===== src/rtl/counter_sequencer_if.sv =====
// Control/config inputs and count/status outputs of the counter sequencer.
// master drives the controls and observes status; slave is the sequencer.
interface counter_sequencer_if #(
    parameter int WIDTH = 4
);
    logic             cfg_we;
    logic [WIDTH-1:0] cfg_limit;
    logic             cfg_dir;
    logic             cfg_auto;
    logic             start;
    logic             pause;
    logic             abort;
    logic [WIDTH-1:0] Q;
    logic             TC;
    logic             BUSY;
    logic             DONE;
    logic             CFG_ERR;

    modport master (
        output cfg_we, cfg_limit, cfg_dir, cfg_auto, start, pause, abort,
        input  Q, TC, BUSY, DONE, CFG_ERR
    );

    modport slave (
        input  cfg_we, cfg_limit, cfg_dir, cfg_auto, start, pause, abort,
        output Q, TC, BUSY, DONE, CFG_ERR
    );
endinterface


===== src/rtl/counter_sequencer.sv =====
// Start/pause/abort sequencer for an up/down counter with programmable limit; all outputs registered,
// one edge from input to output. pause freezes the count; no other backpressure.
module counter_sequencer #(
    parameter int WIDTH         = 4,
    parameter int DEFAULT_LIMIT = 9
) (
    input  logic                CLK,
    input  logic                RST,
    counter_sequencer_if.slave  bus
);
    typedef enum logic [1:0] {S_IDLE, S_RUN, S_HOLD, S_DONE} state_t;

    localparam logic [WIDTH-1:0] DEF_LIMIT = WIDTH'(DEFAULT_LIMIT);

    state_t           state_q, state_d;
    logic [WIDTH-1:0] q_q, q_d;
    logic [WIDTH-1:0] limit_q, limit_d;
    logic             dir_q, dir_d;
    logic             auto_q, auto_d;
    logic             tc_q, tc_d;
    logic             busy_q, busy_d;
    logic             done_q, done_d;
    logic             err_q, err_d;
    logic             terminal;

    always_ff @(posedge CLK) begin
        if (!RST) begin
            state_q <= S_IDLE;
            q_q     <= '0;
            limit_q <= DEF_LIMIT;
            dir_q   <= 1'b0;
            auto_q  <= 1'b0;
            tc_q    <= 1'b0;
            busy_q  <= 1'b0;
            done_q  <= 1'b0;
            err_q   <= 1'b0;
        end else begin
            state_q <= state_d;
            q_q     <= q_d;
            limit_q <= limit_d;
            dir_q   <= dir_d;
            auto_q  <= auto_d;
            tc_q    <= tc_d;
            busy_q  <= busy_d;
            done_q  <= done_d;
            err_q   <= err_d;
        end
    end

    always_comb begin
        state_d  = state_q;
        q_d      = q_q;
        limit_d  = limit_q;
        dir_d    = dir_q;
        auto_d   = auto_q;
        tc_d     = 1'b0;
        busy_d   = busy_q;
        done_d   = done_q;
        err_d    = err_q;
        terminal = dir_q ? (q_q == '0) : (q_q == limit_q);

        if (bus.abort) begin
            state_d = S_IDLE;
            q_d     = '0;
            busy_d  = 1'b0;
            done_d  = 1'b0;
        end else begin
            // Config writes while running are dropped but flagged; the run itself carries on.
            if (bus.cfg_we && (state_q == S_RUN || state_q == S_HOLD)) begin
                err_d = 1'b1;
            end
            unique case (state_q)
                S_IDLE, S_DONE: begin
                    if (bus.cfg_we) begin
                        limit_d = bus.cfg_limit;
                        dir_d   = bus.cfg_dir;
                        auto_d  = bus.cfg_auto;
                        err_d   = 1'b0;
                        q_d     = bus.cfg_dir ? bus.cfg_limit : '0;
                    end else if (bus.start) begin
                        q_d     = dir_q ? limit_q : '0;
                        done_d  = 1'b0;
                        busy_d  = 1'b1;
                        state_d = S_RUN;
                    end
                end
                S_RUN: begin
                    if (bus.pause) begin
                        state_d = S_HOLD;
                    end else if (!terminal) begin
                        q_d = dir_q ? q_q - 1'b1 : q_q + 1'b1;
                    end else if (auto_q) begin
                        q_d  = dir_q ? limit_q : '0;
                        tc_d = 1'b1;
                    end else begin
                        tc_d    = 1'b1;
                        done_d  = 1'b1;
                        busy_d  = 1'b0;
                        state_d = S_DONE;
                    end
                end
                S_HOLD: begin
                    if (!bus.pause) begin
                        state_d = S_RUN;
                    end
                end
                default: state_d = S_IDLE;
            endcase
        end
    end

    assign bus.Q       = q_q;
    assign bus.TC      = tc_q;
    assign bus.BUSY    = busy_q;
    assign bus.DONE    = done_q;
    assign bus.CFG_ERR = err_q;
endmodule

===== src/flat_wrapper.sv =====
// flat-port wrapper written by rule: the top's interface ports become plain ports
module counter_sequencer_flat 
#(
    parameter int WIDTH         = 4,
    parameter int DEFAULT_LIMIT = 9
)
  (CLK, RST, bus_cfg_we, bus_cfg_limit, bus_cfg_dir, bus_cfg_auto, bus_start, bus_pause, bus_abort, bus_Q, bus_TC, bus_BUSY, bus_DONE, bus_CFG_ERR);
  counter_sequencer_if #(.WIDTH(WIDTH)) bus_i ();
  input  logic CLK;
  input  logic RST;
  input wire logic [$bits(bus_i.cfg_we)-1:0] bus_cfg_we;
  input wire logic [$bits(bus_i.cfg_limit)-1:0] bus_cfg_limit;
  input wire logic [$bits(bus_i.cfg_dir)-1:0] bus_cfg_dir;
  input wire logic [$bits(bus_i.cfg_auto)-1:0] bus_cfg_auto;
  input wire logic [$bits(bus_i.start)-1:0] bus_start;
  input wire logic [$bits(bus_i.pause)-1:0] bus_pause;
  input wire logic [$bits(bus_i.abort)-1:0] bus_abort;
  output wire logic [$bits(bus_i.Q)-1:0] bus_Q;
  output wire logic [$bits(bus_i.TC)-1:0] bus_TC;
  output wire logic [$bits(bus_i.BUSY)-1:0] bus_BUSY;
  output wire logic [$bits(bus_i.DONE)-1:0] bus_DONE;
  output wire logic [$bits(bus_i.CFG_ERR)-1:0] bus_CFG_ERR;
  assign bus_i.cfg_we = bus_cfg_we;
  assign bus_i.cfg_limit = bus_cfg_limit;
  assign bus_i.cfg_dir = bus_cfg_dir;
  assign bus_i.cfg_auto = bus_cfg_auto;
  assign bus_i.start = bus_start;
  assign bus_i.pause = bus_pause;
  assign bus_i.abort = bus_abort;
  assign bus_Q = bus_i.Q;
  assign bus_TC = bus_i.TC;
  assign bus_BUSY = bus_i.BUSY;
  assign bus_DONE = bus_i.DONE;
  assign bus_CFG_ERR = bus_i.CFG_ERR;
  counter_sequencer #(.WIDTH(WIDTH), .DEFAULT_LIMIT(DEFAULT_LIMIT)) u_core (.CLK(CLK), .RST(RST), .bus(bus_i));
endmodule

===== config.mk =====
export PLATFORM = sky130hd
export DESIGN_NAME = counter_sequencer_flat
export DESIGN_NICKNAME = d
export VERILOG_FILES = /design/src/rtl/counter_sequencer_if.sv /design/src/rtl/counter_sequencer.sv /design/src/flat_wrapper.sv
export SDC_FILE = /design/constraint.sdc
export NUM_CORES = 1
export LEC_CHECK = 0
export CAP_MARGIN = 0
export CORE_UTILIZATION = 50
export DETAILED_ROUTE_END_ITERATION = 10
export GPL_ROUTABILITY_DRIVEN = 0
export PLACE_DENSITY = 0.76
export REMOVE_ABC_BUFFERS = 1
export SYNTH_ARGS = -nofsm -noshare
export SYNTH_HDL_FRONTEND = slang
export SYNTH_SLANG_ARGS = --single-unit

===== constraint.sdc =====
create_clock -name CLK -period 2.1 [get_ports CLK]
set_clock_uncertainty 0.05 [all_clocks]
set_input_delay 0.42 -clock CLK [delete_from_list [all_inputs] [get_ports CLK]]
set_output_delay 0.42 -clock CLK [all_outputs]
set_load 0.03 [all_outputs]

# Word level (Yosys, flattened, before mapping)
# Cells that the tools add are included.
totals:
  elab_cells: 73
  output_inout_bits: 8
  regBits: 16
classes:
  eq_ne: 14
  reduce_logical: 12
  n_addsub: 2
  bitwise_logic: 3
  muxes: 33
op_table:
  columns: ["operator", "count"]
  rows:
  - ["4-bit two-way mux", 8]
  - ["1-bit two-way mux", 15]
  - ["2-bit two-way mux", 6]
  - ["2-bit inequality test (second input constant)", 5]
  - ["4-bit case mux with 2 select lines", 1]
  - ["3-bit by 2-bit inequality test with 1-bit output (second input constant)", 2]
  - ["3-bit inequality test (second input constant)", 2]
  - ["2-bit case mux with 3 select lines", 1]
  - ["6-bit AND reduction", 1]
  - ["5-bit AND reduction", 1]
  - ["4-bit by 1-bit adder with 4-bit output (second input constant)", 1]
  - ["2-bit == test (second input constant)", 2]
  - ["4-bit == test", 1]
  - ["4-bit zero test", 1]
  - ["1-bit case mux with 2 select lines", 2]
  - ["4-bit AND reduction", 1]
  - ["2-bit OR reduction", 2]
  - ["4-bit OR reduction", 1]
  - ["4-bit by 1-bit subtractor with 4-bit output (second input constant)", 1]
  - ["1-bit inverter", 3]
  - ["3-bit AND reduction", 1]
  - ["2-bit by 1-bit == test with 1-bit output (second input constant)", 1]
  - ["2-bit zero test", 1]
  - ["2-bit by 1-bit inequality test with 1-bit output (second input constant)", 1]
  - ["other kinds (3)", 3]

# Longest topological paths before layout
# Gate-level depths: netlist of run 1.
logic_depth:
  ltp_word: 6
  mapped_depth: 7
  depth_no_buf: 7

# Worst setup path before layout of run 1
# OpenSTA, ideal clock, no wires.
synth_path:
  kind: "reg-to-reg"
  from: "register u_core.q_q[1] (netlist: u_core.bus.Q[1])"
  to: "register u_core.q_q[3] (netlist: u_core.bus.Q[3])"
  t_arrival_ns: 1.806
  stages_incl_launch_ff: 7
  setup_slack_ns: 0.169
  n_path_buf: 0
  path_cell_list: "dfxtp_1 ha_1 a21o_1 a211o_1 a221oi_1 a311oi_1 o22ai_1"
synth_between:
  elab_chain_cells: 5
synth_rtl:
  columns: ["element", "line_no", "rtl"]
  rows:
  - ["start: declaration", "counter_sequencer.sv:16", "logic [WIDTH-1:0] q_q, q_d;"]
  - ["start signal: assignment", "counter_sequencer.sv:39", "q_q <= q_d;"]
  - ["4-bit by 1-bit adder with 4-bit output, or another cell as far along", "counter_sequencer.sv:91", "q_d = dir_q ? q_q - 1'b1 : q_q + 1'b1;"]
  - ["4-bit two-way mux or 1-bit two-way mux (tied branches)", "counter_sequencer.sv:91, counter_sequencer.sv:60", null]
  - ["4-bit two-way mux", "counter_sequencer.sv:90", "end else if (!terminal) begin"]
  - ["4-bit two-way mux", "counter_sequencer.sv:88", "if (bus.pause) begin"]
  - ["4-bit case mux with 2 select lines", "counter_sequencer.sv:72", "unique case (state_q)"]
# Parallel ways exist; a longest one is shown, timed or not. The select of a mux whose other input is x is not followed.
# A chain may end at the register's enable or synchronous reset.

# Worst setup path in the final report of run 1
layout_path:
  from: "register u_core.q_q[2] (netlist: u_core.bus.Q[2])"
  to: "output port bus_Q[2]"
layout_lines:
  columns: ["element", "line_no", "rtl"]
  rows:
  - ["end: declaration", "flat_wrapper.sv:18", "output wire logic [$bits(bus_i.Q)-1:0] bus_Q;"]
# No word-level cell between the ends.

==> flow_metrics.env, run 1 <==
export IMPL_r2r_end="u_core.bus.Q[2]$_SDFFE_PP0P_"
export IMPL_status="finished, final reports clean"
export IMPL_grt_max_degree=13
export IMPL_ios=20
export IMPL_cpPeakStageDelay_ns=0.73
export IMPL_grt_pass1_vias=999
export IMPL_ys_ff_latch=16
export IMPL_cts_resized=0
export IMPL_detail_route_vias_per_cell=5.92
export IMPL_start_util_pct=55.1
export IMPL_p_int_mw=0.512
export IMPL_routed_wl_um=2640
export IMPL_power_leakage_nw=0.573
export IMPL_fmax_mhz=500
export IMPL_crit_chain="clkdlybuf4s50_1"
export IMPL_grt_overflow=0
export IMPL_clkPwrFrac_pct=28.2
export IMPL_rows=16
export IMPL_die_area_mm2=0.00244
export IMPL_rsz0062_at_grt="no"
export IMPL_num_vias=1042
export IMPL_final_min_clock_period_ns=2.00
export IMPL_crit_family="buffers and inverters"
export IMPL_clk_transition_reported_paths_ns=0.10
export IMPL_fin_cells=176
export IMPL_final_area_mm2=0.00139
export IMPL_die_x_um=49.4
export IMPL_path_class="reg2out"
export IMPL_synth_top_area_cell="dfxtp_1"
export IMPL_numClockSinks=16
export IMPL_fin_setup_tns_ns=0
export IMPL_hpwl_um=2040
export IMPL_switching_share_pct=30.5
export IMPL_fillCellCount=183
export IMPL_ys_warn_count=0
export IMPL_yosysMostFrequentCell="dfxtp_1"
export IMPL_core_mm2=0.00204
export IMPL_seqPwrFrac_pct=45.4
export IMPL_drive_gt1_share_pct=15.4
export IMPL_cts_tree="built"
export IMPL_synth_cells=124
export IMPL_die_h_um=49.4
export IMPL_reg2reg_from="u_core.bus.Q[0]$_SDFFE_PP0P_"
export IMPL_ys_types=50
export IMPL_postSynth_asyncResetShare_pct=0
export IMPL_finalPower_mw=0.737
export IMPL_antenna_found_initial=0
export IMPL_critPathBufInv=1
export IMPL_dpl_cell_area_mm2=0.00135
export IMPL_drt_first_iter_violations=38
export IMPL_place_ws_ns=0.192
export IMPL_ys_seq_area_share_pct=28.5
export IMPL_clkLatencyLatePin_ns=0.29
export IMPL_arrival_ns=1.53
export IMPL_antenna_cells=0
export IMPL_cts_setup_buffers=0
export IMPL_hp_class="reg2reg"
export IMPL_drt_pass1_iter_count=4
export IMPL_relSlewSlack_pct=71.7
export IMPL_cp_endpoint="bus_Q[2]"
export IMPL_syn_cell_area_mm2=0.00112
export IMPL_path_max_fanout=7
export IMPL_yosysTopAreaCellShare_pct=28.5
export IMPL_cts_inserted_buffers=3
export IMPL_register_area_um2=322
export IMPL_multi_input_area_um2=734
export IMPL_fin_crit_sh_pct=95.2
export IMPL_nets=167
export IMPL_power_frac_comb_pct=26.4
export IMPL_fin_ws_ns=0.101
export IMPL_crit_start="u_core.bus.Q[2]$_SDFFE_PP0P_"
export IMPL_antenna_left=0
export IMPL_startpoint_type="register"
export IMPL_ys_flop_type="dfxtp_1"
export IMPL_avgRoutedWirePerCell_um=15.0
export IMPL_p_switching_mw=0.224
export IMPL_maxSlewViolCount=0
export IMPL_setup_worst_path_end_class="primary output"
export IMPL_setup_violations=0
export IMPL_synth_area_leaders="dfxtp_1, mux2i_1, ha_1, xor2_1, a21oi_1"
export IMPL_finalHoldWorstSlack_ns=0.422
export IMPL_post_route_util_pct=68.1
export IMPL_grt_pass1_wl_um=4510
export IMPL_syn_to_final_growth_pct=23.7
export IMPL_hold_violations=0
export IMPL_crit_cells=1
export IMPL_reg2reg_depth=6
export IMPL_synth_edff_count=0
export IMPL_cts_htree_levels=1
export IMPL_postSynthAreaPerCell_um2=9.07
export IMPL_cp_data_required_time_ns=1.63
export IMPL_grt_usage_pct=24.1
export IMPL_p_per_area_mw_per_mm2=529
export IMPL_clk_path_buf_depth=2
export IMPL_r2r_slack_ns=0.24
export IMPL_worst_pin_slew_ns=0.423
export IMPL_netlist_top_cells_count="dfxtp_1, inv_1, nand2_1"
export IMPL_cts_hold_buf=0
export IMPL_critPathSlowestCell="clkdlybuf4s50_1"
export IMPL_vdd_drop_max_uv=423
export IMPL_dp_cells=172
export IMPL_maxCapViolCount=0
export IMPL_drc=0
export IMPL_portBuffers=19
export IMPL_clockRootBuffer="clkbuf_4"
[layout by cell type, fill, tap and decap left out, types with 2 or more instances in the layout]
cell,n
ha_1,4
buf_4,6
nand2b_1,2
o22ai_1,2
o21ai_0,2
xor2_1,5
o311a_1,2
clkbuf_4,3
inv_1,8
nand2_1,8
nand3_1,6
nor2b_1,4
nor2_2,2
a21oi_1,6
mux2i_1,7
nand4_1,2
a211oi_2,2
dfxtp_1,15
nor3_1,3
o21bai_1,2
nor4_1,2
o2111ai_1,2
clkdlybuf4s50_1,19
nor2_1,6
a31oi_1,2
[how the worst min path moves through the flow]
stage                            startpoint                              to  slack (ns)  depth (start not counted)
2_1_floorplan                           RST  u_core.limit_q[0]$_SDFFE_PN1P_        0.43                          1
3_3_place_gp   u_core.bus.BUSY$_SDFFE_PP0P_    u_core.bus.BUSY$_SDFFE_PP0P_        0.40                          2
3_5_place_dp   u_core.bus.BUSY$_SDFFE_PP0P_    u_core.bus.BUSY$_SDFFE_PP0P_        0.41                          2
4_1_cts        u_core.bus.BUSY$_SDFFE_PP0P_    u_core.bus.BUSY$_SDFFE_PP0P_        0.42                          2
5_1_grt        u_core.bus.BUSY$_SDFFE_PP0P_    u_core.bus.BUSY$_SDFFE_PP0P_        0.48                          2
6_report       u_core.bus.BUSY$_SDFFE_PP0P_    u_core.bus.BUSY$_SDFFE_PP0P_        0.42                          2
[worst register-to-register path: cells and delay by family, from the launching register on]
kind / cells / cell delay, ns
adders and majority gates: 1 / 0.44
and+or+nand+nor: 1 / 0.06
DFF: 1 / 0.49
xor gates and xnor gates: 1 / 0.16
AOI/OAI and AO/OA: 2 / 0.40
buffers and inverters: 1 / 0.13
[layer usage]
| metal | GRT usage [%] | vias to the layer above | part of all wire, % | wire length [µm] |
|---|---|---|---|---|
| met5 | 0 | - | 0 | 0 |
| met4 | 9.52 | 0 | 1.1 | 29 |
| met3 | 4.36 | 4 | 5.8 | 152 |
| met2 | 39.7 | 39 | 47 | 1240 |
| met1 | 30.9 | 485 | 46 | 1220 |
| li1 | - | 514 | - | - |
[power groups by stage]
stage | Combinational, mW | Clock, mW | Sequential (mW)
floorplan | 0.112 | 0 | 0.348
global placement | 0.185 | 0 | 0.341
detailed placement | 0.191 | 0 | 0.341
CTS | 0.192 | 0.214 | 0.334
global route | 0.209 | 0.231 | 0.337
finish | 0.194 | 0.208 | 0.334
[state kept, by name (all words and copies together) (netlist names)]
register            flops
u_core.bus.CFG_ERR      1
u_core.auto_q           1
u_core.bus.TC           1
u_core.limit_q          4
u_core.bus.DONE         1
u_core.dir_q            1
u_core.bus.BUSY         1
u_core.bus.Q            4
u_core.state_q          2
[final cells by class]
class                           count  share of cell area (%)
Sequential cell                    16                    23.1
Tap cell                           27                    2.43
Timing Repair Buffer               25                    16.9
Multi-Input combinational cell     96                    52.8
Clock buffer                        4                    2.61
Inverter                            8                    2.16
[cells by family (layout without fill, tap and decap cells)]
group,after synthesis,count (layout),share of synthesized area [%]
adders and majority gates,5,5,6.23
and+or+nand+nor,45,45,24.2
buffers and inverters,12,37,6.23
DFF,16,16,28.5
xor gates and xnor gates,6,6,4.67
muxes,8,8,7.23
AOI/OAI and AO/OA,32,32,22.9
Note: power is estimated with default switching activity, not from simulation.
==> run 2, diff against run 1 <==
CORE_UTILIZATION = 46   (was 50)
PLACE_DENSITY = 0.74   (was 0.76)
SLEW_MARGIN = 30   (was default)
clock period = 1.75 ns   (was 2.1 ns; I/O delays follow)
==> flow_metrics.env, run 2 (synthesis gave the netlist of run 1 again) <==
export IMPL_cts_htree_levels=1
export IMPL_power_leakage_nw=0.681
export IMPL_cts_hold_buf=0
export IMPL_grt_usage_pct=23.4
export IMPL_hp_start="u_core.bus.BUSY$_SDFFE_PP0P_"
export IMPL_dpl_cell_area_mm2=0.00147
export IMPL_cts_tree="built"
export IMPL_grt_pass1_wl_um=4620
export IMPL_hp_class="reg2reg"
export IMPL_antenna_left=0
export IMPL_wl_met3_um=201
export IMPL_worst_pin_slew_ns=0.401
export IMPL_reg2reg_depth=5
export IMPL_clk_transition_reported_paths_ns=0.09
export IMPL_cts_inserted_buffers=3
export IMPL_fmax_mhz=582
export IMPL_drive_gt1_share_pct=37.0
export IMPL_core_mm2=0.00225
export IMPL_rows=17
export IMPL_top_layer="met4"
export IMPL_p_per_area_mw_per_mm2=575
export IMPL_rsz0062_at_grt="yes"
export IMPL_clkLatencyLatePin_ns=0.29
export IMPL_portBuffers=19
export IMPL_status="finished, final reports clean"
export IMPL_critPathBufInv=0
export IMPL_antenna_found_initial=0
export IMPL_nets=183
export IMPL_routed_wl_um=2990
export IMPL_die_area_mm2=0.00265
export IMPL_drt_met1_wl_um=1300
export IMPL_grt_pass1_vias=1060
export IMPL_setup_worst_path_end_class="register"
export IMPL_hold_violations=0
export IMPL_critPathSlowestCell="dfxtp_4"
export IMPL_reg2reg_from="u_core.bus.Q[0]$_SDFFE_PP0P_"
export IMPL_path_class="reg2reg"
export IMPL_hpwl_um=2190
export IMPL_drt_first_iter_violations=65
export IMPL_clockRootBuffer="clkbuf_4"
export IMPL_dr_wl_met2_um=1440
export IMPL_grt_max_degree=10
export IMPL_final_area_mm2=0.00164
export IMPL_r2r_end="u_core.bus.Q[2]$_SDFFE_PP0P_"
export IMPL_holdPathStages=2
export IMPL_setup_violations=0
export IMPL_drc=0
export IMPL_fin_crit_sh_pct=98.2
export IMPL_relSlewSlack_pct=73.2
export IMPL_final_min_clock_period_ns=1.72
export IMPL_maxSlewViolCount=0
export IMPL_avgRoutedWirePerCell_um=15.5
export IMPL_start_util_pct=49.9
export IMPL_crit_family="compound AO/OA/AOI/OAI gates"
export IMPL_clk_path_buf_depth=2
export IMPL_ios=20
export IMPL_arrival_ns=1.84
export IMPL_path_max_fanout=7
export IMPL_detail_route_vias_per_cell=5.97
export IMPL_vdd_drop_max_uv=395
export IMPL_drt_pass1_iter_count=4
export IMPL_cp_data_required_time_ns=1.87
export IMPL_cpPeakStageDelay_ns=0.38
export IMPL_finalPower_mw=0.941
export IMPL_antenna_cells=0
export IMPL_syn_to_final_growth_pct=45.6
export IMPL_numClockSinks=16
export IMPL_startpoint_type="register"
export IMPL_r2r_slack_ns=0.03
export IMPL_hold_end="u_core.bus.BUSY$_SDFFE_PP0P_"
export IMPL_die_h_um=51.5
export IMPL_final_common_cell="buf_4"
export IMPL_die_x_um=51.5
export IMPL_num_vias=1153
export IMPL_grt_overflow=0
export IMPL_crit_chain="xor2_1, nor4_4, a21oi_4, a221oi_2, a211oi_2"
export IMPL_maxCapViolCount=0
export IMPL_mostFrequentLayoutCells="buf_4, clkdlybuf4s50_1, dfxtp_1"
==> run 2: changes by cell type in the layout (fill, tap and decap cells not counted), moves of 3 or more <==
cell / before / now
dfxtp_2: 1 / 4
dfxtp_1: 15 / 9
buf_4: 6 / 22
ha_4: 0 / 3
dfxtp_4: 0 / 3
clkdlybuf4s50_1: 19 / 15
dlygate4sd2_1: 0 / 3
ha_1: 4 / 0
==> run 2: how the worst max path moves through the flow <==
stage                                 start                      endpoint  cells past startpoint
2_1_floorplan  u_core.bus.Q[1]$_SDFFE_PP0P_  u_core.bus.Q[3]$_SDFFE_PP0P_                      6
3_3_place_gp                     bus_cfg_we  u_core.bus.Q[2]$_SDFFE_PP0P_                      6
3_5_place_dp   u_core.bus.Q[0]$_SDFFE_PP0P_  u_core.bus.Q[2]$_SDFFE_PP0P_                      6
4_1_cts        u_core.bus.Q[1]$_SDFFE_PP0P_  u_core.bus.Q[3]$_SDFFE_PP0P_                      6
5_1_grt           u_core.dir_q$_SDFFE_PN0P_  u_core.bus.Q[3]$_SDFFE_PP0P_                      6
6_report       u_core.bus.Q[0]$_SDFFE_PP0P_  u_core.bus.Q[2]$_SDFFE_PP0P_                      5
==> run 2: worst reg2reg max path, cell delays in order (launching register included) <==
cell,delay (ns)
dfxtp_4,0.38
xor2_1,0.21
nor4_4,0.37
a21oi_4,0.15
a221oi_2,0.33
a211oi_2,0.11
==> run 2: power by group <==
| group | switching [mW] | internal [mW] | total [mW] |
|---|---|---|---|
| clock network | 0.123 | 0.127 | 0.250 |
| logic | 0.149 | 0.143 | 0.292 |
| registers | 0.0215 | 0.378 | 0.399 |
==> run 2: per-stage QoR <==
| stage | utilization, % | std cells | setup slack [ns] | setup TNS, ns | hold slack [ns] |
|---|---|---|---|---|---|
| after floorplan | - | 120 | -0.181 | -0.324 | 0.362 |
| after global placement | 65.1 | 188 | -0.0875 | -0.115 | 0.396 |
| after detailed placement | 65.1 | 188 | -0.130 | -0.257 | 0.400 |
| after CTS | 67.2 | 192 | 0.00427 | 0 | 0.413 |
| after global routing | 72.6 | 193 | -0.0282 | -0.0282 | 0.441 |
| final | 72.6 | 193 | 0.0313 | 0 | 0.410 |
==> run 2: area by class of cell <==
type,count,area [µm²]
clock buffers,4,36.3
fillers,178,617
inverters,8,30.0
multi-input cells,96,847
flip-flops and latches,16,337
well taps,28,35.0
repair buffers,41,353
==> run 2: routing by layer <==
layer  up-vias  track usage [%]
li1        543                -
met3         9             3.87
met4         0             9.01
met2        49             39.0
met1       552             29.8
met5         -                0
==> run 2: repair_timing <==
action                                  4_1_cts  5_1_grt
resized for setup                            11       21
pin swaps                                     1       10
endpoints found under the setup margin       11        8
hold endpoints to repair                      0        0
setup buffers                                 0        1
==> run 3, diff against run 2 <==
CORE_UTILIZATION = 50   (was 46)
GPL_TIMING_DRIVEN = 0   (was default)
MAX_ROUTING_LAYER = met4   (was default)
PLACE_DENSITY = 0.76   (was 0.74)
clock period = 1.59 ns   (was 1.75 ns; I/O delays follow)
==> flow_metrics.env, run 3 (synthesis gave the netlist of run 1 again) <==
export IMPL_r2r_end="u_core.bus.Q[1]$_SDFFE_PP0P_"
export IMPL_hp_class="reg2reg"
export IMPL_ios=20
export IMPL_vdd_drop_max_uv=569
export IMPL_portBuffers=19
export IMPL_p_per_area_mw_per_mm2=644
export IMPL_hp_start="u_core.bus.BUSY$_SDFFE_PP0P_"
export IMPL_grt_max_degree=13
export IMPL_path_class="reg2reg"
export IMPL_clk_path_buf_depth=2
export IMPL_fin_setup_tns_ns=-1.05
export IMPL_reg2reg_from="u_core.bus.Q[3]$_SDFFE_PP0P_"
export IMPL_r2r_slack_ns=-0.18
export IMPL_detail_route_vias_per_cell=6.36
export IMPL_die_area_mm2=0.00244
export IMPL_rows=16
export IMPL_die_h_um=49.4
export IMPL_grt_pass1_wl_um=4860
export IMPL_clockRootBuffer="clkbuf_4"
export IMPL_avgRoutedWirePerCell_um=18.6
export IMPL_hold_violations=0
export IMPL_arrival_ns=1.90
export IMPL_maxSlewViolCount=0
export IMPL_setup_worst_path_end_class="register"
export IMPL_reg2reg_depth=5
export IMPL_hpwl_um=1920
export IMPL_crit_chain="xor2_2, nor4_4, a21oi_4, a22oi_1, o221ai_1"
export IMPL_cp_data_required_time_ns=1.72
export IMPL_core_mm2=0.00204
export IMPL_power_leakage_nw=0.678
export IMPL_start_util_pct=55.1
export IMPL_register_area_um2=343
export IMPL_post_route_util_pct=80.2
export IMPL_hold_end="u_core.bus.BUSY$_SDFFE_PP0P_"
export IMPL_die_x_um=49.4
export IMPL_finalPower_mw=1.05
export IMPL_rsz0062_at_grt="yes"
export IMPL_worst_pin_slew_ns=0.382
export IMPL_final_min_clock_period_ns=1.77
export IMPL_holdPathStages=2
export IMPL_crit_family="compound AO/OA/AOI/OAI gates"
export IMPL_final_common_cell="buf_4"
export IMPL_drc=0
export IMPL_path_max_fanout=7
export IMPL_critPathBufInv=0
export IMPL_clkLatencyLatePin_ns=0.30
export IMPL_status="complete, but fails checks"
export IMPL_cts_htree_levels=1
export IMPL_maxCapViolCount=0
export IMPL_setup_violations=9
export IMPL_cpPeakStageDelay_ns=0.38
export IMPL_finalHoldWorstSlack_ns=0.426
export IMPL_fmax_mhz=564
export IMPL_final_area_mm2=0.00164
export IMPL_drive_gt1_share_pct=39.5
export IMPL_fin_ws_ns=-0.182
export IMPL_cts_inserted_buffers=3
export IMPL_antenna_found_initial=0
export IMPL_grt_pass1_vias=1047
export IMPL_fillCellCount=126
export IMPL_startpoint_type="register"
export IMPL_routed_wl_um=3430
export IMPL_nets=175
export IMPL_syn_to_final_growth_pct=45.6
export IMPL_mostFrequentLayoutCells="buf_4, clkdlybuf4s50_1, mux2i_1, nand2_1"
export IMPL_fin_crit_sh_pct=111
export IMPL_cts_tree="built"
export IMPL_violations="negative setup slack"
export IMPL_drt_pass1_iter_count=4
export IMPL_critPathSlowestCell="dfxtp_4"
export IMPL_antenna_cells=0
export IMPL_antenna_left=0
export IMPL_drt_first_iter_violations=34
export IMPL_multi_input_area_um2=896
export IMPL_clk_transition_reported_paths_ns=0.10
export IMPL_relSlewSlack_pct=74.5
export IMPL_grt_overflow=0
export IMPL_num_vias=1171
export IMPL_numClockSinks=16
export IMPL_grt_usage_pct=27.5
export IMPL_dpl_cell_area_mm2=0.00131
==> run 3: cell types whose count changed in the layout (fill, tap and decap cells not counted), moves of 3 or more <==
| cell | delta |
|---|---|
| clkdlybuf4s50_1 | -5 |
| clkdlybuf4s15_1 | +3 |
| dfxtp_1 | -3 |
| dlygate4sd2_1 | +3 |
| buf_4 | -10 |
==> run 3: per-stage QoR <==
step	cells	setup WS (ns)
floorplan	120	-0.341
CTS	174	-0.197
global route	184	-0.298
global placement	166	-0.466
detailed placement	166	-0.514
finish	184	-0.182
==> run 3: how the worst max path moves through the flow <==
stage,from,to,slack [ns],depth (start not counted)
after global placement,bus_cfg_we,u_core.state_q[0]$_SDFFE_PP0P_,-0.47,6
after CTS,u_core.dir_q$_SDFFE_PN0P_,u_core.bus.Q[3]$_SDFFE_PP0P_,-0.20,6
after detailed placement,bus_cfg_we,u_core.state_q[0]$_SDFFE_PP0P_,-0.51,6
after global routing,u_core.bus.Q[1]$_SDFFE_PP0P_,u_core.bus.Q[0]$_SDFFE_PP0P_,-0.30,6
after floorplan,u_core.bus.Q[1]$_SDFFE_PP0P_,u_core.bus.Q[3]$_SDFFE_PP0P_,-0.34,6
final,u_core.bus.Q[3]$_SDFFE_PP0P_,u_core.bus.Q[1]$_SDFFE_PP0P_,-0.18,5
==> run 3: what timing repair did <==
action | CTS | global route
cloned | 0 | 0
hold buffers | 0 | 0
pin swaps | 2 | 8
endpoints found under the setup margin | 19 | 12
buffers inserted | 4 | 10
resized for setup | 41 | 17
==> run 3: routing by layer <==
metal	wire, µm	part of all wire (%)	GRT usage (%)
met1	1320	38	32.2
met2	1660	48	44.1
met3	278	8.1	6.23
met4	170	5.0	13.8
met5	0	0	-
==> run 3: where the power goes <==
| group | switching (mW) | internal [mW] |
|---|---|---|
| registers | 0.0307 | 0.415 |
| clock network | 0.145 | 0.140 |
| logic | 0.176 | 0.148 |
| total | 0.351 | 0.704 |
==> run 3: cell type report <==
cell class | instances | share of cell area (%)
flip-flops and latches | 16 | 20.9
clock buffers | 4 | 2.22
inverters | 8 | 2.06
repair buffers | 33 | 18.0
multi-input cells | 96 | 54.7
well taps | 27 | 2.06
==> run 3: worst min-delay path, stage by stage, from the launching register on <==
cell,delay [ns]
dfxtp_1,0.32
nand2_1,0.06
o22ai_1,0.06
